$ cat config.mk
export PLATFORM = sky130hd
export DESIGN_NAME = instr_fetch_unit
export DESIGN_NICKNAME = d
export VERILOG_FILES = /design/src/rtl/instr_fetch_unit.sv
export SDC_FILE = /design/constraint.sdc
export NUM_CORES = 1
export LEC_CHECK = 0
export CORE_MARGIN = 1.5
export CORE_UTILIZATION = 43
export DETAILED_ROUTE_END_ITERATION = 10
export PLACE_DENSITY_LB_ADDON = 0.12
export SYNTH_ARGS = -nofsm -noshare
export SYNTH_HDL_FRONTEND = slang
export SYNTH_SLANG_ARGS = --single-unit
$ cat constraint.sdc
create_clock -name clk -period 2.1 [get_ports clk]
set_clock_uncertainty 0.2 [all_clocks]
set_input_delay 0.315 -clock clk [delete_from_list [all_inputs] [get_ports clk]]
set_output_delay 0.315 -clock clk [all_outputs]
set_load 0.05 [all_outputs]
$ cat src/rtl/instr_fetch_unit.sv
// Instruction fetch stage: owns the PC, drives instruction memory and
// fills the IF/ID register, with stall, branch redirect and halt handling.
module instr_fetch_unit #(
  parameter int unsigned       ADDR_W    = 16,
  parameter logic [ADDR_W-1:0] LAST_ADDR = 16'd63,
  parameter logic [15:0]       NOP_INSTR = 16'h0000
) (
  input  logic              clk,
  input  logic              rst,
  output logic [ADDR_W-1:0] pc_addr,
  input  logic [15:0]       instr_in,
  input  logic              stall,
  input  logic              br_taken,
  input  logic [ADDR_W-1:0] br_target,
  input  logic              halt_req,
  output logic [15:0]       if_id_instr,
  output logic [ADDR_W-1:0] if_id_pc1,
  output logic              if_id_valid,
  output logic              halted
);

  typedef enum logic [1:0] {
    BOOT = 2'd0,
    RUN  = 2'd1,
    HALT = 2'd2
  } state_t;

  state_t            state_q, state_d;
  logic [ADDR_W-1:0] pc_q, pc_d;
  logic [15:0]       instr_q, instr_d;
  logic [ADDR_W-1:0] pc1_q, pc1_d;
  logic              valid_q, valid_d;
  logic              halted_q;
  logic              at_last;
  logic              past_last;

  assign at_last   = (pc_q == LAST_ADDR);
  assign past_last = (pc_q > LAST_ADDR);

  always_ff @(posedge clk) begin
    if (rst) begin
      state_q <= BOOT;
    end else begin
      state_q <= state_d;
    end
  end

  always_comb begin
    state_d = state_q;
    unique case (state_q)
      BOOT: state_d = RUN;
      RUN: begin
        if (br_taken) begin
          state_d = RUN;
        end else if (stall) begin
          state_d = RUN;
        end else if (halt_req || past_last || at_last) begin
          state_d = HALT;
        end
      end
      HALT: state_d = HALT;
      default: state_d = BOOT;
    endcase
  end

  // Default is to hold; every non-hold path either bubbles or captures.
  always_comb begin
    pc_d    = pc_q;
    instr_d = instr_q;
    pc1_d   = pc1_q;
    valid_d = valid_q;
    unique case (state_q)
      RUN: begin
        if (br_taken) begin
          pc_d    = br_target;
          instr_d = NOP_INSTR;
          pc1_d   = '0;
          valid_d = 1'b0;
        end else if (stall) begin
          pc_d = pc_q;
        end else if (halt_req || past_last) begin
          instr_d = NOP_INSTR;
          pc1_d   = '0;
          valid_d = 1'b0;
        end else begin
          instr_d = instr_in;
          pc1_d   = pc_q + ADDR_W'(1);
          valid_d = 1'b1;
          if (!at_last) begin
            pc_d = pc_q + ADDR_W'(1);
          end
        end
      end
      default: begin
        instr_d = NOP_INSTR;
        pc1_d   = '0;
        valid_d = 1'b0;
      end
    endcase
  end

  always_ff @(posedge clk) begin
    if (rst) begin
      pc_q     <= '0;
      instr_q  <= NOP_INSTR;
      pc1_q    <= '0;
      valid_q  <= 1'b0;
      halted_q <= 1'b0;
    end else begin
      pc_q     <= pc_d;
      instr_q  <= instr_d;
      pc1_q    <= pc1_d;
      valid_q  <= valid_d;
      halted_q <= (state_q == HALT);
    end
  end

  assign pc_addr     = pc_q;
  assign if_id_instr = instr_q;
  assign if_id_pc1   = pc1_q;
  assign if_id_valid = valid_q;
  assign halted      = halted_q;

endmodule

=== Word level (Yosys, flattened, before mapping) ===
Cells that the tools add are included.

* Bits in registers: 52
* Bits of input ports: 37
* Output and inout bits: 50
* Logic and storage cells: 32

* $add $sub $neg: 1
* Order comparisons: 1
* Eq/ne operators: 7
* Multiplexer cells: 11
* Bitwise logic cells: 1
* Reduce and logical (&&, ||, !) cells: 5

{| class="wikitable"
|+ Operators with widths
! kind !! number
|-
| $mux W16 || 6
|-
| $add A16 B1 Y16 const B || 1
|-
| $eq A16 B6 Y1 const B || 1
|-
| $gt A16 B6 Y1 const B || 1
|-
| $mux W2 || 3
|-
| $pmux W2 S3 || 1
|-
| $ne A2 B2 Y1 const B || 2
|-
| $ne A4 B4 Y1 const B || 1
|-
| $reduce_and A4 Y1 || 1
|-
| $reduce_or A3 Y1 || 1
|-
| $eq A2 B1 Y1 const B || 1
|-
| $eq A2 B2 Y1 const B || 1
|-
| $logic_not A2 Y1 || 1
|-
| $logic_or A1 B1 Y1 || 2
|-
| $ne A2 B1 Y1 const B || 1
|-
| $mux W1 || 1
|-
| $not A1 Y1 || 1
|}

=== Logic depth before layout (Yosys ltp) ===
* Depth after elaboration: 7
* Mapped depth: 7
* Gate-level depth less buffers: 6

=== Worst setup path before layout ===
OpenSTA, ideal clock, no wires.

* Path kind: register to register
* Start point: register pc_q[0], in the netlist pc_addr[0]
* End point: register pc1_q[6], in the netlist if_id_pc1[6]
* Library setup time: 70 ps
* Data arrival time: 1905 ps
* Required time: 1830 ps
* Slack: -75 ps
* Cell stages (with the launch flop): 6
* Buffers on the path: 0
* Clock period less this slack: 2175 ps
* Path through: dfxtp_1 -> ha_1 -> nand3_1 -> xnor2_1 -> or3_2 -> a21oi_1

* Longest elaborated chain between the ends: 3
* Elaborated cells between the ends (all ways): 4
* Classes of those cells: add/sub: 1; order compare: 1; mux: 1; reduce/logical: 1

{| class="wikitable"
|+ RTL lines
! element !! RTL line !! source
|-
| from (decl) || 29 || <nowiki>logic [ADDR_W-1:0] pc_q, pc_d;</nowiki>
|-
| from (signal assigned) || 110 || <nowiki>pc_q <= pc_d;</nowiki>
|-
| $gt A16 B6 Y1 || 38 || <nowiki>assign past_last = (pc_q > LAST_ADDR);</nowiki>
|-
| $logic_or A1 B1 Y1 || 81 || <nowiki>end else if (halt_req || past_last) begin</nowiki>
|-
| $mux W16 (*) || 81 ||
|-
| to (signal assigned) || 112 || <nowiki>pc1_q <= pc1_d;</nowiki>
|-
| to (decl) || 31 || <nowiki>logic [ADDR_W-1:0] pc1_q, pc1_d;</nowiki>
|}

Mark *: on every way between the ends. The rest lies on a longest branch, timed or not.
A chain may end at the register's enable or synchronous reset.

=== Worst setup path after layout ===
* Start point: register pc_q[1], in the netlist pc_addr[1]
* End point: output pc_addr[1]

{| class="wikitable"
|+ RTL lines
! element !! RTL line !! source
|-
| to (decl) || 10 || <nowiki>output logic [ADDR_W-1:0] pc_addr,</nowiki>
|}

No word-level cell between the ends.

==> results.yml <==
worst_setup_path:
  path_delay_family: "buffers and inverters"
  cp.depth: 1
  cp_slowest_stage_delay_ns: 0.83
  critPathArrivalTime_ns: 1.53
  regToRegSetupSlack_ns: 0.14
  cp.required_ns: 1.58
  crit_chain: "clkdlybuf4s50_1"
  path_max_fanout: 6
  path_class: "reg2out"
  worst-path-buf-inv: 1
  endpoint_kind: "output pin"
  crit_path_start_kind: "flop"
  r2r.worst_path.cells: 5
  slowest_stage: "clkdlybuf4s50_1"
clock_tree:
  clockRootBuffer: "clkbuf_8"
  post_cts_buffers: 0
  cts_made_buffers: 5
  cts_sinks: 52
  clock_latency_ns: 0.31
  cts_repair_resize_count: 1
  clock_path_buffers: 2
  clkSlewWorstSetupHoldPaths_ns: 0.10
  cts-hold-fix-buffers: 0
  htree_levels: 2
  cts_tree: "done"
timing:
  setup_violations: 0
  grt_setup_unrepaired: "no"
  tns_ns: 0
  timing.final.crit_period_ns: 2.04
  final.period_utilization_pct: 97.3
  worstMarginPinSlew_ns: 0.519
  hold_slack_ns: 0.115
  setup_ws_ns: 0.0572
  drv_slew: 0
  fmax_mhz: 490
  hold_viol: 0
  timing.slew.headroom_pct: 65.3
routing:
  ant_nets: 0
  drt_first_pass_iters: 4
  vias: 2180
  drt_iter0_drc: 117
  post-route-drc-count: 0
  wl_mm: 5.90
  viasPerCell: 5.11
  wl_per_cell_um: 13.8
floorplan:
  num_rows: 26
  start_util_pct: 44.3
  die_area_um2: 5670
  pin_count: 87
  core_region_area_um2: 5070
  die_w_um: 75.3
  die_height_um: 75.3
placement:
  portBuffers: 86
  placed_cell_area_um2: 3290
  place.gp.congestion: 0.810
  dp_slack_ns: -0.114
  dp_hpwl_mm: 4.19
  dp_cells: 419
pwr:
  peakVddDrop_mv: 0.436
  power.leakage_uw: 0.00130
  powerDensity_nw_per_um2: 643
grt:
  grt_max_degree: 57
  grt_pass1_wl_mm: 8.73
  antenna_found_initial: 0
  grt_pass1_vias: 1959
  grt_use_total_pct: 20.2
  grt_remaining_overflow: 0
synth:
  netlist_top_cells_count: "dfxtp_1 (52), nand2_1 (34), a21oi_1 (27), nor2_1 (25), nand3b_1 (17)"
  synthFlopType: "dfxtp_1"
  ys_types: 43
  synth.most_common_cell: "dfxtp_1"
  synthCells: 257
  syn-num-nets: 295
  syn_area_per_cell_um2: 8.74
  synth_edf_count: 0
  synth_warnings: 0
  seq_area_frac_synth_pct: 46.3
  synth_area_leaders: "dfxtp_1 (46%), a21oi_1 (6.0%), nand2_1 (5.7%)"
  synth-seq-cells: 52
  syn_area_um2: 2250
  synthArstFlopShare_pct: 0
  synth_largest_area_cell: "dfxtp_1"
  yosysTopAreaCellShare_pct: 46.3
outcome:
  run_status: "finished clean"
min_path:
  hold_depth: 3
  hold_path_class: "in2reg"
cells_and_area:
  finalInstanceArea_um2: 3400
  n_fill_cell: 451
  syn_to_final_growth_pct: 51.5
  layout-drive-gt1-share_pct: 17.1
  fin_cells: 427
  finish.net_count: 394
  antenna_cells: 0
job:
  drv_cap: 0
## worst min-delay path, stage by stage
cell	delay (ns)
buf_2	0.14
nand2_1	0.06
a21oi_1	0.05
## registers in the layout, indices dropped and copies added, names as in the netlist
signal,cells
halted,1
if_id_instr,16
if_id_pc1,16
if_id_valid,1
pc_addr,16
state_q,2
## area by class of cell
type / count / area [um^2] / share of cell area (%)
Tap cell: 70 / 87.6 / 2.57
Multi-Input combinational cell: 185 / 1120 / 32.9
Inverter: 2 / 7.51 / 0.221
Clock inverter: 3 / 46.3 / 1.36
Clock buffer: 5 / 68.8 / 2.02
Sequential cell: 52 / 1040 / 30.7
Timing Repair Buffer: 110 / 1030 / 30.2
## layer usage
metal / GRT usage, % / up-vias / part of all wire, %
li1: - / 1103 / -
met1: 26.0 / 1004 / 48
met2: 32.7 / 65 / 45
met3: 5.69 / 8 / 6.2
met4: 6.75 / 0 / 1.3
met5: 0 / - / 0
## power by group
| part | internal [uW] | total, uW | leakage [uW] | switching [uW] |
|---|---|---|---|---|
| clock network | 360 | 711 | 0.0000548 | 351 |
| logic | 199 | 444 | 0.000823 | 246 |
| registers | 1010 | 1030 | 0.000422 | 22.9 |
## worst paths after layout
check	startpoint	endpoint
min reg2reg	if_id_instr[12]$_SDFFE_PP0N_	if_id_instr[12]$_SDFFE_PP0N_
min	stall	if_id_pc1[6]$_SDFFE_PP0N_
max reg2reg	pc_addr[15]$_SDFFE_PP0P_	pc_addr[2]$_SDFFE_PP0P_
max	pc_addr[1]$_SDFFE_PP0P_	pc_addr[1]
## metrics by stage
| stage | util [%] | power, uW |
|---|---|---|
| after CTS | 67.0 | 2200 |
| after global routing | 67.1 | 2270 |
| final | 67.1 | 2190 |
| after detailed placement | 64.8 | 1500 |
| after floorplan | - | 1310 |
| after global placement | 64.8 | 1490 |
## placed cells by master (no fill, tap or decap), types with 3 or more instances in the layout
master | synthesis | routed
clkbuf_8 | 0 | 5
o41ai_1 | 4 | 4
nand3b_1 | 17 | 17
nand2_1 | 34 | 34
buf_4 | 0 | 35
clkdlybuf4s50_1 | 0 | 70
nor3_1 | 7 | 7
nor2_1 | 25 | 25
xor2_1 | 3 | 3
xnor2_1 | 3 | 3
dfxtp_1 | 52 | 49
nand3_1 | 5 | 5
and3_1 | 12 | 12
nand2b_1 | 5 | 5
o21ai_0 | 3 | 3
a21oi_1 | 27 | 27
dfxtp_2 | 0 | 3
a22oi_1 | 10 | 10
## kinds of logic (layout without fill, tap and decap cells)
logic type	after synthesis	after routing	synth area share (%)
simple gates	120	120	29.3
compound gates	57	57	17.1
flops	52	52	46.3
buf+inv	20	120	3.84
xor+xnor	6	6	2.34
fa+ha+maj	1	1	0.557
mux	1	1	0.445
Power figures use the tool's default switching activity.
==> RTL edit 1 (same settings) <==
The 3 states of `state_t` get a one-hot encoding in 3 bits.
--- a/src/rtl/instr_fetch_unit.sv
+++ b/src/rtl/instr_fetch_unit.sv
@@ -19,10 +19,10 @@
   output logic              halted
 );
 
-  typedef enum logic [1:0] {
-    BOOT = 2'd0,
-    RUN  = 2'd1,
-    HALT = 2'd2
+  typedef enum logic [2:0] {
+    BOOT = 3'b001,
+    RUN  = 3'b010,
+    HALT = 3'b100
   } state_t;
 
   state_t            state_q, state_d;
Check against the original RTL: no difference found for any inputs over 10 cycles, from zero or initial values and one cycle with rst high; not proved beyond that.
==> RTL edit 1 against the unedited design <==
Sequential power increased by 6%; area after synthesis decreased by 6.8%; sequential cell count increased by 1; global-route usage increased by 0.45 points; total power decreased by 2.7%; count of clock-buffer cells in the layout unchanged; wire length decreased by 9.2%; setup slack improved by 0.021 ns; critical path depth increased by 4; die area decreased by 6.5%; cell area decreased by 7.1%; largest cell class is now registers; highest routed layer unchanged.
==> RTL edit 1: results (changes against the unedited design) <==
outcome: finished, final reports clean
slowest CP cell: a311o_1
DP Wirelength: 3.74 mm (-11%)
initial antenna violation count: 0 (unchanged)
FF-to-FF setup slack: 0.08 ns (-0.06 ns)
Min-Delay Path Class: reg -> reg
layout cells sized above 1: 11.6% (-5.5 points)
largest net degree at the start of global routing: 36 (-37%)
RePlAce Congestion: 0.808 (-0.31%)
Worst Tran Pin Value: 0.515 ns (-0.00362 ns)
top cells by area, synth: dfxtp_1 (51%), a22oi_1 (7.2%), nor2_1 (5.4%)
CTS buffer count: 5 (unchanged)
P_int: 1.49 mW (-4.9%)
vias in the first global route: 1,855 (-5.3%)
sequential fraction of the synthesis area: 50.7% (+4.3 points)
DRT Wirelength: 5.36 mm (-9.2%)
Min Hold Slack: 0.272 ns (+0.157 ns)
Vias/cell: 5.39 (+5.7%)
critical path's largest stage delay: 0.42 ns (-0.41 ns)
Max VDD drop: 0.000400 V (-8.1%)
Post-synth top cells: dfxtp_1 (53), nor2_1 (30), a22oi_1 (20), clkbuf_1 (14), nand2_1 (14)
first-pass GRT wire length: 8.54 mm (-2.2%)
crit path max fanout: 10 (+4)
Mapped Nets: 265 (-10%)
fin nets: 356 (-9.6%)
P_leak: 1.21 nW (-7.2%)
fillers: 402 (-11%)
DR iter-0 viols: 65 (-44%)
Tot GR Track Use: 20.6% (+0.45 points)
crit path DAT: 2.04 ns (+0.51 ns)
Distinct cells, synth: 41 (-4.7%)
==> RTL edit 1: cell count changes in the layout (fill, tap and decap cells not counted), moves of 4 or more <==
cell | before | now
nand2_1 | 34 | 14
clkdlybuf4s50_1 | 70 | 76
dfxtp_1 | 49 | 53
a21oi_1 | 27 | 11
nand3_1 | 5 | 11
nand3b_1 | 17 | 0
nor2_1 | 25 | 30
a22oi_1 | 10 | 20
buf_4 | 35 | 21
o41ai_1 | 4 | 0
nor3_1 | 7 | 3
==> RTL edit 1: logic make-up after synthesis <==
family	synth area share [%]
and+or+nand+nor	22.5
DFF	50.7
AOI/OAI and AO/OA	16.9
buffers and inverters	3.58
xor gates and xnor gates	3.35
muxes	2.45
adders and majority gates	0.597
==> RTL edit 1: layout make-up <==
class | instances | area share, %
inverter | 2 | 0.237
clock buffer | 5 | 2.17
clock inverter | 3 | 0.554
tap | 54 | 2.14
timing repair buffer | 101 | 31.1
multi-input combinational | 155 | 30.3
sequential | 53 | 33.5
==> RTL edit 1: path summary, 6_finish.rpt <==
path | cells after the start | startpoint | end
hold / removal | 2 | if_id_valid | if_id_valid
hold reg to reg | 2 | if_id_valid | if_id_valid
setup / recovery | 5 | pc_addr[3] | pc_addr[5]
setup reg to reg | 5 | pc_addr[3] | pc_addr[5]
==> RTL edit 1: metrics by stage <==
stage | cells | area (µm²) | util (%) | setup slack (ns)
detailed placement | 365 | 3070 | 65.5 | -0.137
global route | 373 | 3160 | 67.4 | 0.0215
global placement | 365 | 3070 | 65.5 | -0.0601
floorplan | 227 | 2090 | - | 0.0113
CTS | 373 | 3160 | 67.3 | 0.0344
finish | 373 | 3160 | 67.4 | 0.0782
==> RTL edit 1: what timing repair did <==
| item | 4_1_cts | 5_1_grt |
|---|---|---|
| hold buffers | 0 | 0 |
| resized for setup | 0 | 2 |
| endpoints found under the setup margin | 0 | 3 |
==> RTL edit 1: critical path, delay by kind of cell (launching register included) <==
family	cells	cell delay (ns)
flip-flops	1	0.39
AND/OR/NAND/NOR	1	0.23
AO/OA/AOI/OAI	4	1.10
==> RTL edit 1: per-layer routing <==
layer  global-route usage [%]  vias up  share of wire, %
li1                         -      992                 -
met1                     24.7      946                43
met2                     35.7       70                49
met3                     5.94        4               7.0
met4                     6.29        0               1.0
met5                        0        -                 0
==> RTL edit 1: power by group through the flow <==
stage          clock network (mW)  registers, mW  logic, mW
3_5_place_dp                    0           1.11      0.470
3_3_place_gp                    0           1.11      0.466
6_report                    0.566           1.09      0.470
4_1_cts                     0.572           1.09      0.473
2_1_floorplan                   0           1.16      0.217
5_1_grt                     0.615           1.10      0.510
==> RTL edit 2 (config.mk and constraints unchanged) <==
Made on the original files. `ADDR_W`: 16 -> 17.
--- a/src/rtl/instr_fetch_unit.sv
+++ b/src/rtl/instr_fetch_unit.sv
@@ -1,7 +1,7 @@
 // Instruction fetch stage: owns the PC, drives instruction memory and
 // fills the IF/ID register, with stall, branch redirect and halt handling.
 module instr_fetch_unit #(
-  parameter int unsigned       ADDR_W    = 16,
+  parameter int unsigned       ADDR_W    = 17,
   parameter logic [ADDR_W-1:0] LAST_ADDR = 16'd63,
   parameter logic [15:0]       NOP_INSTR = 16'h0000
 ) (
Interface: changed (resized br_target, if_id_pc1 and pc_addr); port bits go from 87 to 90. The function was not compared with the original's and may differ.
==> RTL edit 2 against the unedited design <==
Fmax decreased by 1.1%; setup slack got worse by 0.023 ns; synthesized cell count decreased by 3.1%; sequential cell count increased by 2; critical endpoint is now pc_addr[7]; via count increased by 1.9%; non-clock buffer count unchanged; total power decreased by 1.8%; wire length increased by 0.14%; cell area increased by 0.88%; sequential share of layout area increased by 1.4 points; area after synthesis decreased by 1.1%; critical path depth unchanged.
==> RTL edit 2: results (changes against the unedited design) <==
DR iter-0 viols: 121 (+3.4%)
first-pass GRT wire length: 9.67 mm (+11%)
DRT Wirelength: 5.91 mm (+0.14%)
DR pass1 iterations: 4 (unchanged)
largest net degree at the start of global routing: 37 (-35%)
Min-Delay Path Class: reg -> reg
Vias/cell: 5.35 (+4.9%)
Tot GR Track Use: 22.1% (+1.9 points)
vias in the first global route: 2,178 (+11%)
latest clock arrival within the worst-skew pair: 0.31 ns (about the same)
synth warn: 0 (unchanged)
fillers: 405 (-10%)
DP Area: 3310 µm² (+0.65%)
Mapped Nets: 288 (-2.4%)
Final Non-Filler Cells: 415 (-2.8%)
outcome: finished, final reports clean
Post-CTS Resized: 0 (-1)
# placed instances: 407 (-2.9%)
Syn Area/Cell: 8.93 µm² (+2.1%)
RePlAce Congestion: 0.853 (+5.2%)
Worst-path clk slew: 0.09 ns
Post-synth EDFFs: 0 (unchanged)
top cells by area, synth: dfxtp_1 (49%), a22oi_1 (9.5%), nor2_1 (6.8%)
P_leak: 1.30 nW (about the same)
Post-CTS Repair Setup Buffers: 0 (unchanged)
htree depth: 2 (unchanged)
Ant. Diodes: 0 (unchanged)
DP Wirelength: 4.30 mm (+2.7%)
crit path max fanout: 7 (+1)
CTS buffer count: 5 (unchanged)
deepest clock path buffer count: 2 (unchanged)
Post-synth top cells: dfxtp_1 (54), nor2_1 (40), a22oi_1 (28), nand2_1 (20), clkbuf_1 (15)
footprint of the multi-input gates: 1060 µm² (-4.9%)
Post-synth top flop: dfxtp_1
Max VDD drop: 0.000536 V (+23%)
critical path's largest stage delay: 0.83 ns (about the same)
CP top delay family: buffers and inverters
fin nets: 386 (-2.0%)
sequential fraction of the synthesis area: 48.6% (+2.3 points)
Worst Tran Pin Value: 0.751 ns (+0.232 ns)
Port Buf Inserts: 89 (+3.5%)
ys async rst share: 0% (unchanged)
layout cells sized above 1: 16.1% (-0.99 points)
clock root buffer: clkbuf_8
initial antenna violation count: 0 (unchanged)
Distinct cells, synth: 37 (-14%)
slowest CP cell: clkdlybuf4s50_1
crit path DAT: 1.55 ns (+0.02 ns)
==> RTL edit 2: changes by cell type after synthesis, moves of 4 or more <==
cell	change
nand3_1	+4
nand2_1	-14
a22oi_1	+18
a21oi_1	-14
nor2_1	+15
nand3b_1	-16
==> RTL edit 2: final cells by class <==
cell class | count | area share (%)
clock buffers | 7 | 2.84
clock inverters | 1 | 0.219
inverters | 1 | 0.109
multi-input cells | 175 | 31.0
flip-flops and latches | 54 | 32.1
well taps | 67 | 2.44
repair buffers | 110 | 31.3
==> RTL edit 2: through the flow <==
stage               hold WS, ns  setup slack, ns
floorplan                 0.259           -0.133
global placement          0.266          -0.0855
detailed placement        0.276           -0.155
CTS                       0.294          0.00957
global route              0.315          -0.0295
finish                    0.291           0.0340
==> RTL edit 2: power breakdown <==
part           internal (mW)  switching (mW)
clock                  0.308           0.331
combinational          0.198           0.225
sequential              1.05          0.0358
total                   1.56           0.591
==> RTL edit 2: per-layer routing <==
layer  part of all wire [%]  vias to the layer above  GRT usage, %
li1                       -                     1092             -
met1                     42                     1047          27.9
met2                     51                       75          36.9
met3                    5.5                        8          5.62
met4                    1.5                        0          7.27
met5                      0                        -             0
==> RTL edit 2: kinds of logic (layout without fill, tap and decap cells) <==
| kind of cell | Yosys count | count (layout) | synth area share [%] |
|---|---|---|---|
| simple gates | 105 | 105 | 24.1 |
| mux | 1 | 1 | 0.450 |
| compound gates | 62 | 62 | 19.4 |
| xor+xnor | 6 | 6 | 2.36 |
| fa+ha+maj | 1 | 1 | 0.563 |
| flops | 54 | 54 | 48.6 |
| buf+inv | 20 | 119 | 4.45 |
==> RTL edit 2: worst paths after layout <==
| kind | startpoint | endpoint | slack [ns] | cells after the start |
|---|---|---|---|---|
| hold / removal | if_id_pc1[0] | if_id_pc1[0] | 0.29 | 2 |
| setup reg to reg | pc_addr[8] | pc_addr[5] | 0.12 | 6 |
| setup / recovery | pc_addr[7] | pc_addr[7] | 0.03 | 1 |
| hold reg to reg | if_id_pc1[0] | if_id_pc1[0] | 0.29 | 2 |
==> RTL edit 2: tightest hold or removal path, delay by kind of cell (launching register included) <==
| family | cells | cell delay [ns] |
|---|---|---|
| AO/OA/AOI/OAI | 1 | 0.06 |
| flip-flops | 1 | 0.33 |
| AND/OR/NAND/NOR | 1 | 0.07 |
